==> src/rtl/pipe_pkg.sv <==
// Shared pipeline definitions: debug controller state encoding and the default
// NOP word also used by decode.
package pipe_pkg;

    typedef enum logic [1:0] {
        DBG_RUN  = 2'b00,
        DBG_HALT = 2'b01,
        DBG_STEP = 2'b10
    } dbg_state_t;

    localparam logic [31:0] NOP_DEFAULT = 32'h0000_0000;

endpackage

==> src/rtl/pipe_stage_reg_if.sv <==
// Inter-stage bus: upstream word, hazard controls and the registered stage outputs.
interface pipe_stage_reg_if #(
    parameter int unsigned DATA_W = 32,
    parameter int unsigned PC_W   = 8
);

    logic              stall;
    logic              flush;
    logic [DATA_W-1:0] in_data;
    logic [PC_W-1:0]   in_pc;
    logic              in_valid;
    logic [DATA_W-1:0] out_data;
    logic [PC_W-1:0]   out_pc;
    logic              out_valid;
    logic              flush_pending;

    modport master (
        output stall, flush, in_data, in_pc, in_valid,
        input  out_data, out_pc, out_valid, flush_pending
    );

    modport slave (
        input  stall, flush, in_data, in_pc, in_valid,
        output out_data, out_pc, out_valid, flush_pending
    );

endinterface

==> src/rtl/dbg_step_ctrl.sv <==
// Debug run/halt/step-N controller. gate reflects the current (pre-transition)
// state; step_done pulses on the advance that consumes the last step.
module dbg_step_ctrl
    import pipe_pkg::*;
#(
    parameter int unsigned STEP_W    = 8,
    parameter bit          RESET_RUN = 1'b1
) (
    input  logic              clock,
    input  logic              reset,
    input  logic              halt_req,
    input  logic              run_req,
    input  logic              step_req,
    input  logic [STEP_W-1:0] step_count,
    input  logic              stall,
    output dbg_state_t        state,
    output logic [STEP_W-1:0] steps_left,
    output logic              gate,
    output logic              step_done
);

    localparam dbg_state_t RESET_STATE = RESET_RUN ? DBG_RUN : DBG_HALT;

    dbg_state_t        state_q, state_d;
    logic [STEP_W-1:0] steps_q, steps_d;
    logic              advance;

    always_comb begin
        state_d   = state_q;
        steps_d   = steps_q;
        step_done = 1'b0;
        gate      = (state_q == DBG_RUN) || (state_q == DBG_STEP);
        advance   = gate && !stall;

        unique case (state_q)
            DBG_RUN: begin
                if (halt_req) state_d = DBG_HALT;
            end
            DBG_HALT: begin
                // halt outranks run, run outranks step
                if (!halt_req) begin
                    if (run_req) begin
                        state_d = DBG_RUN;
                    end else if (step_req && (step_count != '0)) begin
                        state_d = DBG_STEP;
                        steps_d = step_count;
                    end
                end
            end
            DBG_STEP: begin
                if (halt_req) begin
                    state_d = DBG_HALT;
                    steps_d = '0;
                end else if (run_req) begin
                    state_d = DBG_RUN;
                    steps_d = '0;
                end else if (advance) begin
                    steps_d = steps_q - STEP_W'(1);
                    if (steps_q == STEP_W'(1)) begin
                        state_d   = DBG_HALT;
                        step_done = 1'b1;
                    end
                end
            end
            default: begin
                state_d = DBG_HALT;
                steps_d = '0;
            end
        endcase
    end

    always_ff @(negedge clock or posedge reset) begin
        if (reset) begin
            state_q <= RESET_STATE;
            steps_q <= '0;
        end else begin
            state_q <= state_d;
            steps_q <= steps_d;
        end
    end

    assign state      = state_q;
    assign steps_left = steps_q;

endmodule

==> src/rtl/pipe_stage_reg.sv <==
// Inter-stage pipeline register with stall, flush / remembered flush, debug
// run-halt-step gating and saturating stall/bubble counters. Updates on falling edge.
module pipe_stage_reg
    import pipe_pkg::*;
#(
    parameter int unsigned       DATA_W    = 32,
    parameter int unsigned       PC_W      = 8,
    parameter logic [DATA_W-1:0] NOP_VALUE = DATA_W'(NOP_DEFAULT),
    parameter int unsigned       STEP_W    = 8,
    parameter int unsigned       CNT_W     = 16,
    parameter bit                RESET_RUN = 1'b1
) (
    input  logic              clock,
    input  logic              reset,
    input  logic              debug_reset,
    pipe_stage_reg_if.slave   bus,
    input  logic              dbg_halt_req,
    input  logic              dbg_run_req,
    input  logic              dbg_step_req,
    input  logic [STEP_W-1:0] dbg_step_count,
    output logic [1:0]        dbg_state,
    output logic [STEP_W-1:0] dbg_steps_left,
    output logic [CNT_W-1:0]  stall_cnt,
    output logic [CNT_W-1:0]  bubble_cnt
);

    logic [DATA_W-1:0] data_q, data_d;
    logic [PC_W-1:0]   pc_q, pc_d;
    logic              valid_q, valid_d;
    logic              pending_q, pending_d;
    logic [CNT_W-1:0]  stall_cnt_q, stall_cnt_d;
    logic [CNT_W-1:0]  bubble_cnt_q, bubble_cnt_d;

    dbg_state_t state;
    logic       gate;
    logic       advance;
    logic       step_done;

    // A debug_reset cycle must not consume a pending step.
    dbg_step_ctrl #(
        .STEP_W    (STEP_W),
        .RESET_RUN (RESET_RUN)
    ) u_dbg_step_ctrl (
        .clock      (clock),
        .reset      (reset),
        .halt_req   (dbg_halt_req),
        .run_req    (dbg_run_req),
        .step_req   (dbg_step_req),
        .step_count (dbg_step_count),
        .stall      (bus.stall | debug_reset),
        .state      (state),
        .steps_left (dbg_steps_left),
        .gate       (gate),
        .step_done  (step_done)
    );

    assign advance = gate && !bus.stall;

    always_comb begin
        data_d       = data_q;
        pc_d         = pc_q;
        valid_d      = valid_q;
        pending_d    = pending_q;
        stall_cnt_d  = stall_cnt_q;
        bubble_cnt_d = bubble_cnt_q;

        if (debug_reset) begin
            data_d       = NOP_VALUE;
            pc_d         = '0;
            valid_d      = 1'b0;
            pending_d    = 1'b0;
            stall_cnt_d  = '0;
            bubble_cnt_d = '0;
        end else begin
            if (advance) begin
                pc_d      = bus.in_pc;
                pending_d = 1'b0;
                if (bus.flush || pending_q) begin
                    data_d  = NOP_VALUE;
                    valid_d = 1'b0;
                    if (!(&bubble_cnt_q)) bubble_cnt_d = bubble_cnt_q + CNT_W'(1);
                end else begin
                    data_d  = bus.in_data;
                    valid_d = bus.in_valid;
                end
            end else if (bus.flush) begin
                pending_d = 1'b1;
            end

            // Stalls while halted are not counted.
            if (gate && bus.stall && !(&stall_cnt_q)) stall_cnt_d = stall_cnt_q + CNT_W'(1);
        end
    end

    always_ff @(negedge clock or posedge reset) begin
        if (reset) begin
            data_q       <= NOP_VALUE;
            pc_q         <= '0;
            valid_q      <= 1'b0;
            pending_q    <= 1'b0;
            stall_cnt_q  <= '0;
            bubble_cnt_q <= '0;
        end else begin
            data_q       <= data_d;
            pc_q         <= pc_d;
            valid_q      <= valid_d;
            pending_q    <= pending_d;
            stall_cnt_q  <= stall_cnt_d;
            bubble_cnt_q <= bubble_cnt_d;
        end
    end

    assign bus.out_data      = data_q;
    assign bus.out_pc        = pc_q;
    assign bus.out_valid     = valid_q;
    assign bus.flush_pending = pending_q;
    assign dbg_state         = state;
    assign stall_cnt         = stall_cnt_q;
    assign bubble_cnt        = bubble_cnt_q;

    // The last step always lands the controller in HALT.
    a_step_done_halts: assert property (
        @(negedge clock) disable iff (reset) step_done |=> (dbg_state == DBG_HALT)
    );

endmodule

==> src/flat_wrapper.sv <==
// flat-port wrapper written by rule: the top's interface ports become plain ports
module pipe_stage_reg_flat import pipe_pkg::*;
#(
    parameter int unsigned       DATA_W    = 32,
    parameter int unsigned       PC_W      = 8,
    parameter logic [DATA_W-1:0] NOP_VALUE = DATA_W'(NOP_DEFAULT),
    parameter int unsigned       STEP_W    = 8,
    parameter int unsigned       CNT_W     = 16,
    parameter bit                RESET_RUN = 1'b1
)
  (clock, reset, debug_reset, dbg_halt_req, dbg_run_req, dbg_step_req, dbg_step_count, dbg_state, dbg_steps_left, stall_cnt, bubble_cnt, bus_stall, bus_flush, bus_in_data, bus_in_pc, bus_in_valid, bus_out_data, bus_out_pc, bus_out_valid, bus_flush_pending);
  pipe_stage_reg_if #(.DATA_W(DATA_W), .PC_W(PC_W)) bus_i ();
  input  logic clock;
  input  logic reset;
  input  logic debug_reset;
  input  logic dbg_halt_req;
  input  logic dbg_run_req;
  input  logic dbg_step_req;
  input  logic [STEP_W-1:0] dbg_step_count;
  output logic [1:0] dbg_state;
  output logic [STEP_W-1:0] dbg_steps_left;
  output logic [CNT_W-1:0] stall_cnt;
  output logic [CNT_W-1:0] bubble_cnt;
  input wire logic [$bits(bus_i.stall)-1:0] bus_stall;
  input wire logic [$bits(bus_i.flush)-1:0] bus_flush;
  input wire logic [$bits(bus_i.in_data)-1:0] bus_in_data;
  input wire logic [$bits(bus_i.in_pc)-1:0] bus_in_pc;
  input wire logic [$bits(bus_i.in_valid)-1:0] bus_in_valid;
  output wire logic [$bits(bus_i.out_data)-1:0] bus_out_data;
  output wire logic [$bits(bus_i.out_pc)-1:0] bus_out_pc;
  output wire logic [$bits(bus_i.out_valid)-1:0] bus_out_valid;
  output wire logic [$bits(bus_i.flush_pending)-1:0] bus_flush_pending;
  assign bus_i.stall = bus_stall;
  assign bus_i.flush = bus_flush;
  assign bus_i.in_data = bus_in_data;
  assign bus_i.in_pc = bus_in_pc;
  assign bus_i.in_valid = bus_in_valid;
  assign bus_out_data = bus_i.out_data;
  assign bus_out_pc = bus_i.out_pc;
  assign bus_out_valid = bus_i.out_valid;
  assign bus_flush_pending = bus_i.flush_pending;
  pipe_stage_reg #(.DATA_W(DATA_W), .PC_W(PC_W), .NOP_VALUE(NOP_VALUE), .STEP_W(STEP_W), .CNT_W(CNT_W), .RESET_RUN(RESET_RUN)) u_core (.clock(clock), .reset(reset), .debug_reset(debug_reset), .bus(bus_i), .dbg_halt_req(dbg_halt_req), .dbg_run_req(dbg_run_req), .dbg_step_req(dbg_step_req), .dbg_step_count(dbg_step_count), .dbg_state(dbg_state), .dbg_steps_left(dbg_steps_left), .stall_cnt(stall_cnt), .bubble_cnt(bubble_cnt));
endmodule
==> config.mk <==
export PLATFORM = sky130hd
export DESIGN_NAME = pipe_stage_reg_flat
export DESIGN_NICKNAME = d
export VERILOG_FILES = /design/src/rtl/pipe_pkg.sv /design/src/rtl/pipe_stage_reg_if.sv /design/src/rtl/dbg_step_ctrl.sv /design/src/rtl/pipe_stage_reg.sv /design/src/flat_wrapper.sv
export SDC_FILE = /design/constraint.sdc
export NUM_CORES = 1
export LEC_CHECK = 0
export ABC_AREA = 0
export CAP_MARGIN = 20
export CELL_PAD_IN_SITES_DETAIL_PLACEMENT = 1
export CELL_PAD_IN_SITES_GLOBAL_PLACEMENT = 2
export CORE_UTILIZATION = 30
export DETAILED_ROUTE_END_ITERATION = 10
export GPL_ROUTABILITY_DRIVEN = 0
export PLACE_DENSITY_LB_ADDON = 0.1
export SYNTH_ARGS = -nofsm -noshare
export SYNTH_HDL_FRONTEND = slang
export SYNTH_HIERARCHICAL = 1
export SYNTH_SLANG_ARGS = --single-unit
==> constraint.sdc <==
create_clock -name clock -period 5.3 [get_ports clock]
set_clock_uncertainty 0.1 [all_clocks]
set_input_delay 1.59 -clock clock [delete_from_list [all_inputs] [get_ports clock]]
set_output_delay 1.59 -clock clock [all_outputs]
set_load 0.005 [all_outputs]
==> impl_metrics.env <==
export IMPL_routed_via_density=5.21
export IMPL_cpMaxStageDelayCell="or4_4"
export IMPL_antennaDiodeCount=0
export IMPL_hold_buffers=0
export IMPL_synth_area_sq_um=4240
export IMPL_pre_cts_ws_ns=-1.03
export IMPL_first_pass_iters=6
export IMPL_vdd_ir_drop_max_mv=0.225
export IMPL_fin_ws_ns=-0.239
export IMPL_status="finished, violations left"
export IMPL_critPathMaxStageDelay_ns=0.55
export IMPL_antenna_found_initial=1
export IMPL_drc=0
export IMPL_grt_start_max_net_pins=44
export IMPL_p_per_area_nw_per_um2=343
export IMPL_drt_total_wl_um=14000
export IMPL_hold_viol=0
export IMPL_syn_inst=409
export IMPL_violations="setup timing"
export IMPL_p_leak_nw=3.15
export IMPL_cp_arrival_ns=2.98
export IMPL_path_max_fanout=7
export IMPL_slew_headroom=0.371
export IMPL_num_vias=4277
export IMPL_design_core_area_sq_um=13800
export IMPL_cts_root_buffer="clkbuf_16"
export IMPL_maxSlewViolCount=0
export IMPL_cts_tree="yes"
export IMPL_rsz0062_at_grt="yes"
export IMPL_grt_ovfl_total=0
export IMPL_h_tree_depth=3
export IMPL_die_w_um=121
export IMPL_critPathCaptureType="flop"
export IMPL_grtUsageTotal=0.196
export IMPL_first_global_vias=4393
export IMPL_grt_pass1_wl_um=22400
export IMPL_die_area_sq_um=14600
export IMPL_drive_gt1_frac=0.382
export IMPL_place_hpwl_um=10000
export IMPL_setup_viol=10
export IMPL_ant_nets=0
export IMPL_numCtsBuffers=9
export IMPL_cts_sinks=84
export IMPL_drtIter0Drc=221
export IMPL_worstPathRequired_ns=2.74
export IMPL_max_cap_viol_count=0
export IMPL_cts_buffer_depth=2
export IMPL_die_y_um=121
export IMPL_layout_commonest_cell="buf_4"
export IMPL_rows=43
export IMPL_nets=700
export IMPL_syn_avg_cell_area_sq_um=10.4
export IMPL_numPortBuffers=140
export IMPL_io_pins=141
export IMPL_area_growth_pct=54.0
export IMPL_crit_type="input port to flop"
export IMPL_clk_latency_ns=0.35
export IMPL_yosys_warnings=6
export IMPL_start_util=0.307
export IMPL_cp_start_kind="input port"
export IMPL_p_total_w=0.00224
export IMPL_hold_slack_ns=0.345
export IMPL_path_clk_slew_ns=0.05
export IMPL_drt_wirelength_per_cell_um=17.0
export IMPL_crit_chain="buf_6 > or4_4 > o211a_4 > o21a_4 > a32o_1"
export IMPL_timing_setup_tns_ns=-1.97
export IMPL_tightest_slew_ns=0.935
export IMPL_n_fill_cell=1602
export IMPL_final_cell_mix="buf_4, buf_2, dfrtn_1"
export IMPL_min_path_type="flop to flop"
export IMPL_syn_nets=473
timing repair:
item                                    in CTS  in global routing
cloned                                       0                  0
buffers inserted                            19                  3
resized for setup                          377                 14
endpoints found under the setup margin     167                 29
pin swaps                                   11                 11
layer usage:
metal | up-vias | track usage | part of all wire
met5 | - | 0 | 0.00064
met4 | 2 | 0.0648 | 0.013
met3 | 12 | 0.0310 | 0.048
met2 | 105 | 0.334 | 0.49
met1 | 2127 | 0.251 | 0.45
li1 | 2031 | - | -
final timing paths:
path,start,end,slack (ns),cells after the start
worst max register to register,u_core/bubble_cnt[15],u_core/bubble_cnt[8],2.68,7
worst min-delay path,u_core/bus.out_data[12],u_core/bus.out_data[12],0.35,1
max in group asynchronous,reset,u_core/u_dbg_step_ctrl/state[0],0.72,2
worst min register to register,u_core/bus.out_data[12],u_core/bus.out_data[12],0.35,1
min in group asynchronous,reset,u_core/u_dbg_step_ctrl/steps_left[4],4.05,2
worst max-delay path,dbg_step_count[6],u_core/u_dbg_step_ctrl/steps_left[2],-0.24,5
stage by stage:
step	cells	area, sq um	util
3_3_place_gp	783	6430	0.465
6_report	821	6530	0.472
5_1_grt	821	6530	0.472
4_1_cts	818	6500	0.470
3_5_place_dp	783	6430	0.465
2_1_floorplan	409	4310	-
flip-flops by register name, indices dropped and copies added, names as in the netlist:
signal,count
u_core/stall_cnt,16
u_core/bus.out_pc,8
u_core/u_dbg_step_ctrl/state,2
u_core/bus.out_valid,1
u_core/u_dbg_step_ctrl/steps_left,8
u_core/bus.flush_pending,1
u_core/bus.out_data,32
u_core/bubble_cnt,16
critical path: cells and delay by family:
family | cells | cell delay (ns)
buf+inv | 1 | 0.09
compound gates | 3 | 0.75
simple gates | 1 | 0.55
layout make-up:
class                           count  area, sq um  area share
Multi-Input combinational cell    292         2100       0.322
Clock inverter                      7         73.8      0.0113
Inverter                           11         45.0     0.00690
Timing Repair Buffer              238         1760       0.269
Sequential cell                    84         2100       0.322
Tap cell                          180          225      0.0345
Clock buffer                        9          225      0.0345
where the power goes:
part	internal, W	total [W]	switching, W
Sequential	0.000720	0.000758	0.0000383
Combinational	0.000391	0.000841	0.000450
Clock	0.000336	0.000641	0.000305
Total	0.00145	0.00224	0.000793
No activity file was read; power rests on OpenSTA's default activity.
